==> config.mk <==
export PLATFORM = sky130hd
export DESIGN_NAME = axis_rr_arbiter
export DESIGN_NICKNAME = d
export VERILOG_FILES = /design/src/rtl/axis_arb_pkg.sv /design/src/rtl/axis_skid_buf.sv /design/src/rtl/axis_rr_arbiter.sv
export SDC_FILE = /design/constraint.sdc
export NUM_CORES = 1
export LEC_CHECK = 0
export ABC_AREA = 1
export BUFFER_PORTS_ARGS = -buffer_cell sky130_fd_sc_hd__clkbuf_2
export CORE_ASPECT_RATIO = 1.75
export CORE_UTILIZATION = 40
export CTS_BUF_LIST = sky130_fd_sc_hd__clkbuf_8
export CTS_CLUSTER_SIZE = 8
export DETAILED_ROUTE_END_ITERATION = 6
export PLACE_DENSITY_LB_ADDON = 0.25
export SYNTH_ARGS = -nofsm -noshare
export SYNTH_HDL_FRONTEND = slang
export SYNTH_SLANG_ARGS = --single-unit
==> constraint.sdc <==
create_clock -name clk -period 2.22 [get_ports clk]
set_input_delay 0.222 -clock clk [delete_from_list [all_inputs] [get_ports clk]]
set_output_delay 0.222 -clock clk [all_outputs]
set_load 0.1 [all_outputs]
==> src/rtl/axis_arb_pkg.sv <==
// Shared types and the round-robin selection helper for the AXI-stream
// packet arbiter.
package axis_arb_pkg;

    typedef enum logic {
        IDLE = 1'b0,
        PKT  = 1'b1
    } arb_state_t;

    localparam int unsigned NUM_SRC_DEF = 4;
    localparam int unsigned MAX_SRC     = 8;
    localparam int unsigned MAX_IDX_W   = 3;
    localparam int unsigned SRC_IDX_W   = $clog2(NUM_SRC_DEF);

    // First requester in cyclic order starting just after `last`; keeps `last`
    // when nobody requests. Only the low num_src request bits take part.
    function automatic logic [MAX_IDX_W-1:0] next_rr(
        input logic [MAX_SRC-1:0]   req,
        input logic [MAX_IDX_W-1:0] last,
        input int unsigned          num_src
    );
        logic [MAX_IDX_W-1:0] win;
        logic                 found;
        int unsigned          idx;
        win   = last;
        found = 1'b0;
        for (int unsigned k = 1; k <= MAX_SRC; k++) begin
            idx = (32'(last) + k) % num_src;
            if (!found && (k <= num_src) && req[idx[MAX_IDX_W-1:0]]) begin
                win   = idx[MAX_IDX_W-1:0];
                found = 1'b1;
            end
        end
        return win;
    endfunction

endpackage

==> src/rtl/axis_skid_buf.sv <==
// Two-entry registered AXI-stream skid buffer. The output side is driven
// straight from the head register; input ready is low only when both slots hold data.
module axis_skid_buf #(
    parameter int unsigned WIDTH = 8
) (
    input  logic             clk,
    input  logic             rst,
    input  logic [WIDTH-1:0] in_data,
    input  logic             in_valid,
    output logic             in_ready,
    output logic [WIDTH-1:0] out_data,
    output logic             out_valid,
    input  logic             out_ready
);

    logic [WIDTH-1:0] head_r;
    logic [WIDTH-1:0] spare_r;
    logic [1:0]       count_r;
    logic             out_valid_r;
    logic             push_s;
    logic             pop_s;

    assign in_ready  = (count_r != 2'd2);
    assign push_s    = in_valid & in_ready;
    assign pop_s     = out_valid_r & out_ready;
    assign out_data  = head_r;
    assign out_valid = out_valid_r;

    // Slot bookkeeping: head feeds the output, spare absorbs one beat of back-pressure.
    always_ff @(posedge clk) begin
        if (!rst) begin
            head_r      <= '0;
            spare_r     <= '0;
            count_r     <= 2'd0;
            out_valid_r <= 1'b0;
        end else begin
            case ({push_s, pop_s})
                2'b10: begin
                    if (count_r == 2'd0) begin
                        head_r      <= in_data;
                        count_r     <= 2'd1;
                        out_valid_r <= 1'b1;
                    end else begin
                        spare_r <= in_data;
                        count_r <= 2'd2;
                    end
                end
                2'b01: begin
                    if (count_r == 2'd2) begin
                        head_r  <= spare_r;
                        count_r <= 2'd1;
                    end else begin
                        count_r     <= 2'd0;
                        out_valid_r <= 1'b0;
                    end
                end
                // Push and pop together only happen with one entry held.
                2'b11: begin
                    head_r <= in_data;
                end
                default: begin
                    head_r <= head_r;
                end
            endcase
        end
    end

endmodule

==> src/rtl/axis_rr_arbiter.sv <==
// Packet-granular round-robin arbiter merging NUM_SRC AXI-stream producers onto
// one stream; each forwarded beat carries its source index on m_tid.
module axis_rr_arbiter
    import axis_arb_pkg::*;
#(
    parameter int unsigned NUM_SRC    = NUM_SRC_DEF,
    parameter int unsigned DATA_WIDTH = 16,
    parameter int unsigned ID_WIDTH   = 8
) (
    input  logic                          clk,
    input  logic                          rst,
    input  logic [NUM_SRC*DATA_WIDTH-1:0] s_axis_tdata,
    input  logic [NUM_SRC-1:0]            s_axis_tvalid,
    output logic [NUM_SRC-1:0]            s_axis_tready,
    input  logic [NUM_SRC-1:0]            s_tlast,
    output logic [DATA_WIDTH-1:0]         m_axis_tdata,
    output logic                          m_axis_tvalid,
    input  logic                          m_axis_tready,
    output logic                          m_tlast,
    output logic [ID_WIDTH-1:0]           m_tid,
    output logic                          busy,
    output logic [$clog2(NUM_SRC)-1:0]    grant_idx
);

    localparam int unsigned IDX_W  = $clog2(NUM_SRC);
    localparam int unsigned BEAT_W = DATA_WIDTH + 1 + ID_WIDTH;

    arb_state_t          state_r;
    logic [IDX_W-1:0]    grant_idx_r;
    logic [IDX_W-1:0]    last_grant_r;
    logic                busy_r;
    logic [MAX_SRC-1:0]  req_s;
    logic [IDX_W-1:0]    rr_win_s;
    logic [DATA_WIDTH-1:0] sel_data_s;
    logic                sel_valid_s;
    logic                sel_last_s;
    logic                hit_s;
    logic                push_ready_s;
    logic                push_s;
    logic [BEAT_W-1:0]   beat_in_s;
    logic [BEAT_W-1:0]   beat_out_s;

    // Round-robin candidate from the live request vector.
    always_comb begin
        req_s              = '0;
        req_s[NUM_SRC-1:0] = s_axis_tvalid;
        rr_win_s           = IDX_W'(next_rr(req_s, MAX_IDX_W'(last_grant_r), NUM_SRC));
    end

    // Granted-source mux and per-source ready, both gated by the packet state.
    always_comb begin
        sel_data_s    = '0;
        sel_valid_s   = 1'b0;
        sel_last_s    = 1'b0;
        hit_s         = 1'b0;
        s_axis_tready = '0;
        for (int i = 0; i < NUM_SRC; i++) begin
            hit_s            = (grant_idx_r == IDX_W'(i));
            sel_data_s       = sel_data_s | (s_axis_tdata[i*DATA_WIDTH +: DATA_WIDTH] & {DATA_WIDTH{hit_s}});
            sel_valid_s      = sel_valid_s | (s_axis_tvalid[i] & hit_s);
            sel_last_s       = sel_last_s | (s_tlast[i] & hit_s);
            s_axis_tready[i] = (state_r == PKT) & hit_s & push_ready_s;
        end
    end

    assign push_s    = (state_r == PKT) & sel_valid_s & push_ready_s;
    assign beat_in_s = {sel_data_s, sel_last_s, ID_WIDTH'(grant_idx_r)};

    // Grant FSM: pick in IDLE, hold the grant until the granted tlast is accepted.
    always_ff @(posedge clk) begin
        if (!rst) begin
            state_r      <= IDLE;
            grant_idx_r  <= '0;
            last_grant_r <= IDX_W'(NUM_SRC - 1);
            busy_r       <= 1'b0;
        end else begin
            case (state_r)
                IDLE: begin
                    if (|s_axis_tvalid) begin
                        grant_idx_r  <= rr_win_s;
                        last_grant_r <= rr_win_s;
                        state_r      <= PKT;
                        busy_r       <= 1'b1;
                    end else begin
                        state_r <= IDLE;
                        busy_r  <= 1'b0;
                    end
                end
                PKT: begin
                    if (push_s && sel_last_s) begin
                        state_r <= IDLE;
                        busy_r  <= 1'b0;
                    end else begin
                        state_r <= PKT;
                        busy_r  <= 1'b1;
                    end
                end
                default: begin
                    state_r <= IDLE;
                    busy_r  <= 1'b0;
                end
            endcase
        end
    end

    axis_skid_buf #(
        .WIDTH(BEAT_W)
    ) u_skid (
        .clk      (clk),
        .rst      (rst),
        .in_data  (beat_in_s),
        .in_valid (push_s),
        .in_ready (push_ready_s),
        .out_data (beat_out_s),
        .out_valid(m_axis_tvalid),
        .out_ready(m_axis_tready)
    );

    assign m_axis_tdata = beat_out_s[BEAT_W-1 -: DATA_WIDTH];
    assign m_tlast      = beat_out_s[ID_WIDTH];
    assign m_tid        = beat_out_s[ID_WIDTH-1:0];
    assign busy         = busy_r;
    assign grant_idx    = grant_idx_r;

endmodule
==> flow_summary_export.csv <==
group,metric,value,unit
cts,root_buffer,"clkbuf_8",
sta,drv_slew,0,
finish,diodes,0,
yosys,syn_area,2630,um^2
route,drt_wl_total,7790,um
critical_path,crit_path_top_delay_cell,"dfxtp_4",
route,dr.pass1.iters,4,
global_routing,gr-total-overflow,0,
critical_path,end_kind,"register",
power_and_ir_drop,power_density,1290,nW/um^2
cts,cts_resized,0,
power_and_ir_drop,p_int,1.99,mW
yosys,syn_inst,403,
cts,h-tree-depth,2,
floorplanning,rows,38,
critical_path,worstPathArrival,2.16,ns
finish,syn2layout_area_growth,26.4,%
floorplanning,die_w,63.3,um
cts,cts_tree,"yes",
critical_path,worst_r2r_startpoint,"grant_idx[1]",
placement,dp.cells,573,
power_and_ir_drop,switching_power,2.30,mW
global_routing,grt_max_degree,28,
sta,hold_slack,0.276,ns
worst_hold_path,hold_depth,3,
yosys,synth_area_leaders,"dfxtp_1, nand2_1, a22o_1, o21ai_0, nor2_1",
yosys,synth_largest_area_cell,"dfxtp_1",
critical_path,cpPeakStageDelay,0.40,ns
finish,drive_above_1_share,27.2,%
floorplanning,die_height,109,um
route,postRouteAntennaNets,0,
cts,cts_hold_buf,0,
critical_path,path_cells,"nand2_1, inv_2, nand2_1, nand4_1, nand2_2, inv_1, ha_1, o21ai_2, nand2_2, clkinv_2, o21ai_0, nor2_1",
sta,rsz0062_at_grt,"no",
finish,final_util,52.9,%
sta,tightest_slew,0.547,ns
yosys,ys_ff_latch,46,
power_and_ir_drop,p_sw_share,53.7,%
critical_path,timing.rr.end,"u_skid.out_data[11]",
power_and_ir_drop,p_leak,1.68,nW
global_routing,grt_usage,23.9,%
cts,clock_insertion_delay_worst_skew,0.29,ns
power_and_ir_drop,p_seq_share,27.0,%
placement,dp.final_hpwl,5900,um
floorplanning,start_util,41.8,%
sta,slew_headroom,63.7,%
power_and_ir_drop,power.total,4.29,mW
sta,skew,0.00736,ns
placement,placed_cell_area,3210,um^2
placement,port_buffers,101,
sta,layout_setup_ws,0.246,ns
job,drv_cap,0,
placement,finalWeightedCongestion,0.961,
route,vias,2953,
global_routing,first_global_vias,2892,
placement,dpl_worst_slack,0.262,ns
yosys,synth_top_area_share,35.1,%
critical_path,r2r_slack,0.25,ns
sta,period_needed,1.97,ns
worst_hold_path,min_to,"u_skid.spare_r[8]",
finish,final_cell_mix,"nand2_1, clkbuf_2, nor2_1",
yosys,synth_cell_type_count,26,
critical_path,path_class,"register to register",
critical_path,worstPathRequired,2.41,ns
finish,final_area,3320,um^2
floorplanning,pin_count,108,
power_and_ir_drop,combinationalPowerShare,58.0,%
cts,clockBufferDepth,2,
worst_hold_path,holdCritStartpoint,"s_tlast[0]",
sta,max_freq,0.507,GHz
global_routing,grt_pass1_wl,13000,um
route,drc,0,
cts,clock-sinks,46,
cts,numCtsBuffers,5,
route,via_per_inst,5.09,
global_routing,antenna_found_initial,0,
sta,setup_viol,0,
critical_path,worstPathBufferInverterCount,3,
sta,tns,0,ns
finish,layout.nets,577,
yosys,ys_seq_area_share,35.1,%
floorplanning,dieArea,6910,um^2
finish,final_common_cell,"nand2_1",
cts,clk_pin_slew,0.09,ns
sta,fin_crit_sh,88.9,%
critical_path,critPathTopFamily,"simple AND/OR/NAND/NOR gates",
floorplanning,core_area,6280,um^2
route,wl_per_cell,13.4,um
worst_hold_path,hp-class,"input port to register",
cts,cts_setup_buffers,0,
sta,hold_viol_final,0,
critical_path,worstSetupStartpointType,"register",
finish,final_cells,580,
critical_path,crit_path_max_fanout,19,
yosys,yosys_warnings,0,
power_and_ir_drop,irDropWorstVdd,0.908,mV
power_and_ir_drop,clkPwrFrac,15.0,%
finish,fillers,684,
outcome,status,"complete, no violations",
critical_path,worstRegToRegCells,12,
route,drt-initial-drc-count,139,
yosys,syn_avg_cell_area,6.52,um^2
cell usage after synthesis (all sizes together):
cell	count
a211oi	1
a21oi	15
a22o	23
a31oi	13
buf	14
clkbuf	11
clkinv	1
conb	1
dfxtp	46
ha	2
inv	43
nand2	107
nand3	7
nand4	6
nor2	55
nor3	1
o211ai	1
o21ai	56
layer usage:
| layer | share of wire, % | GRT usage [%] |
|---|---|---|
| met1 | 42 | 27.0 |
| met2 | 52 | 46.4 |
| met3 | 4.2 | 3.03 |
| met4 | 1.2 | 5.84 |
| met5 | 0 | 0 |
power by group through the flow:
stage | Combinational [mW] | Sequential [mW] | Clock (mW)
global route | 2.70 | 1.18 | 0.691
global placement | 2.46 | 1.17 | 0
floorplan | 1.20 | 1.94 | 0
CTS | 2.49 | 1.16 | 0.658
finish | 2.49 | 1.16 | 0.645
detailed placement | 2.48 | 1.18 | 0
worst register-to-register path: stages (launching register included):
cell and delay (ns):
dfxtp_4 0.40, nand2_1 0.10, inv_2 0.07, nand2_1 0.04, nand4_1 0.10, nand2_2 0.08, inv_1 0.06, ha_1 0.16
o21ai_2 0.10, nand2_2 0.20, clkinv_2 0.26, o21ai_0 0.23, nor2_1 0.05
flip-flops by register name, indices dropped and copies added (netlist names):
signal / count
u_skid.out_data: 19
u_skid.spare_r: 19
grant_idx: 2
last_grant_r: 2
u_skid.count_r: 2
busy: 1
u_skid.out_valid: 1
worst max path at each step:
stage,from,end,slack [ns],depth (start not counted)
floorplan,grant_idx[0],s_axis_tready[1],0.10,5
global placement,grant_idx[1],u_skid.out_data[24],0.30,11
detailed placement,grant_idx[1],u_skid.out_data[9],0.26,12
CTS,grant_idx[1],u_skid.out_data[11],0.24,12
global route,u_skid.count_r[0],u_skid.out_data[17],0.05,10
finish,grant_idx[1],u_skid.out_data[11],0.25,12
layout make-up:
cell class                      instances  area, um^2  share of cell area, %
Clock buffer                            6        82.6                   2.49
Clock inverter                          1        30.0                  0.904
Inverter                               44         166                   5.01
Multi-Input combinational cell        293        1420                   42.8
Sequential cell                        46         931                   28.0
Tap cell                               80         100                   3.01
Timing Repair Buffer                  110         588                   17.7
logic make-up after synthesis:
group | count (synthesis) | synth area share [%]
compound gates | 109 | 25.0
simple gates | 176 | 27.0
flops | 46 | 35.1
other cells | 1 | 0.143
fa+ha+maj | 2 | 0.953
buf+inv | 69 | 11.9
Note: power is estimated with default switching activity, not from simulation.
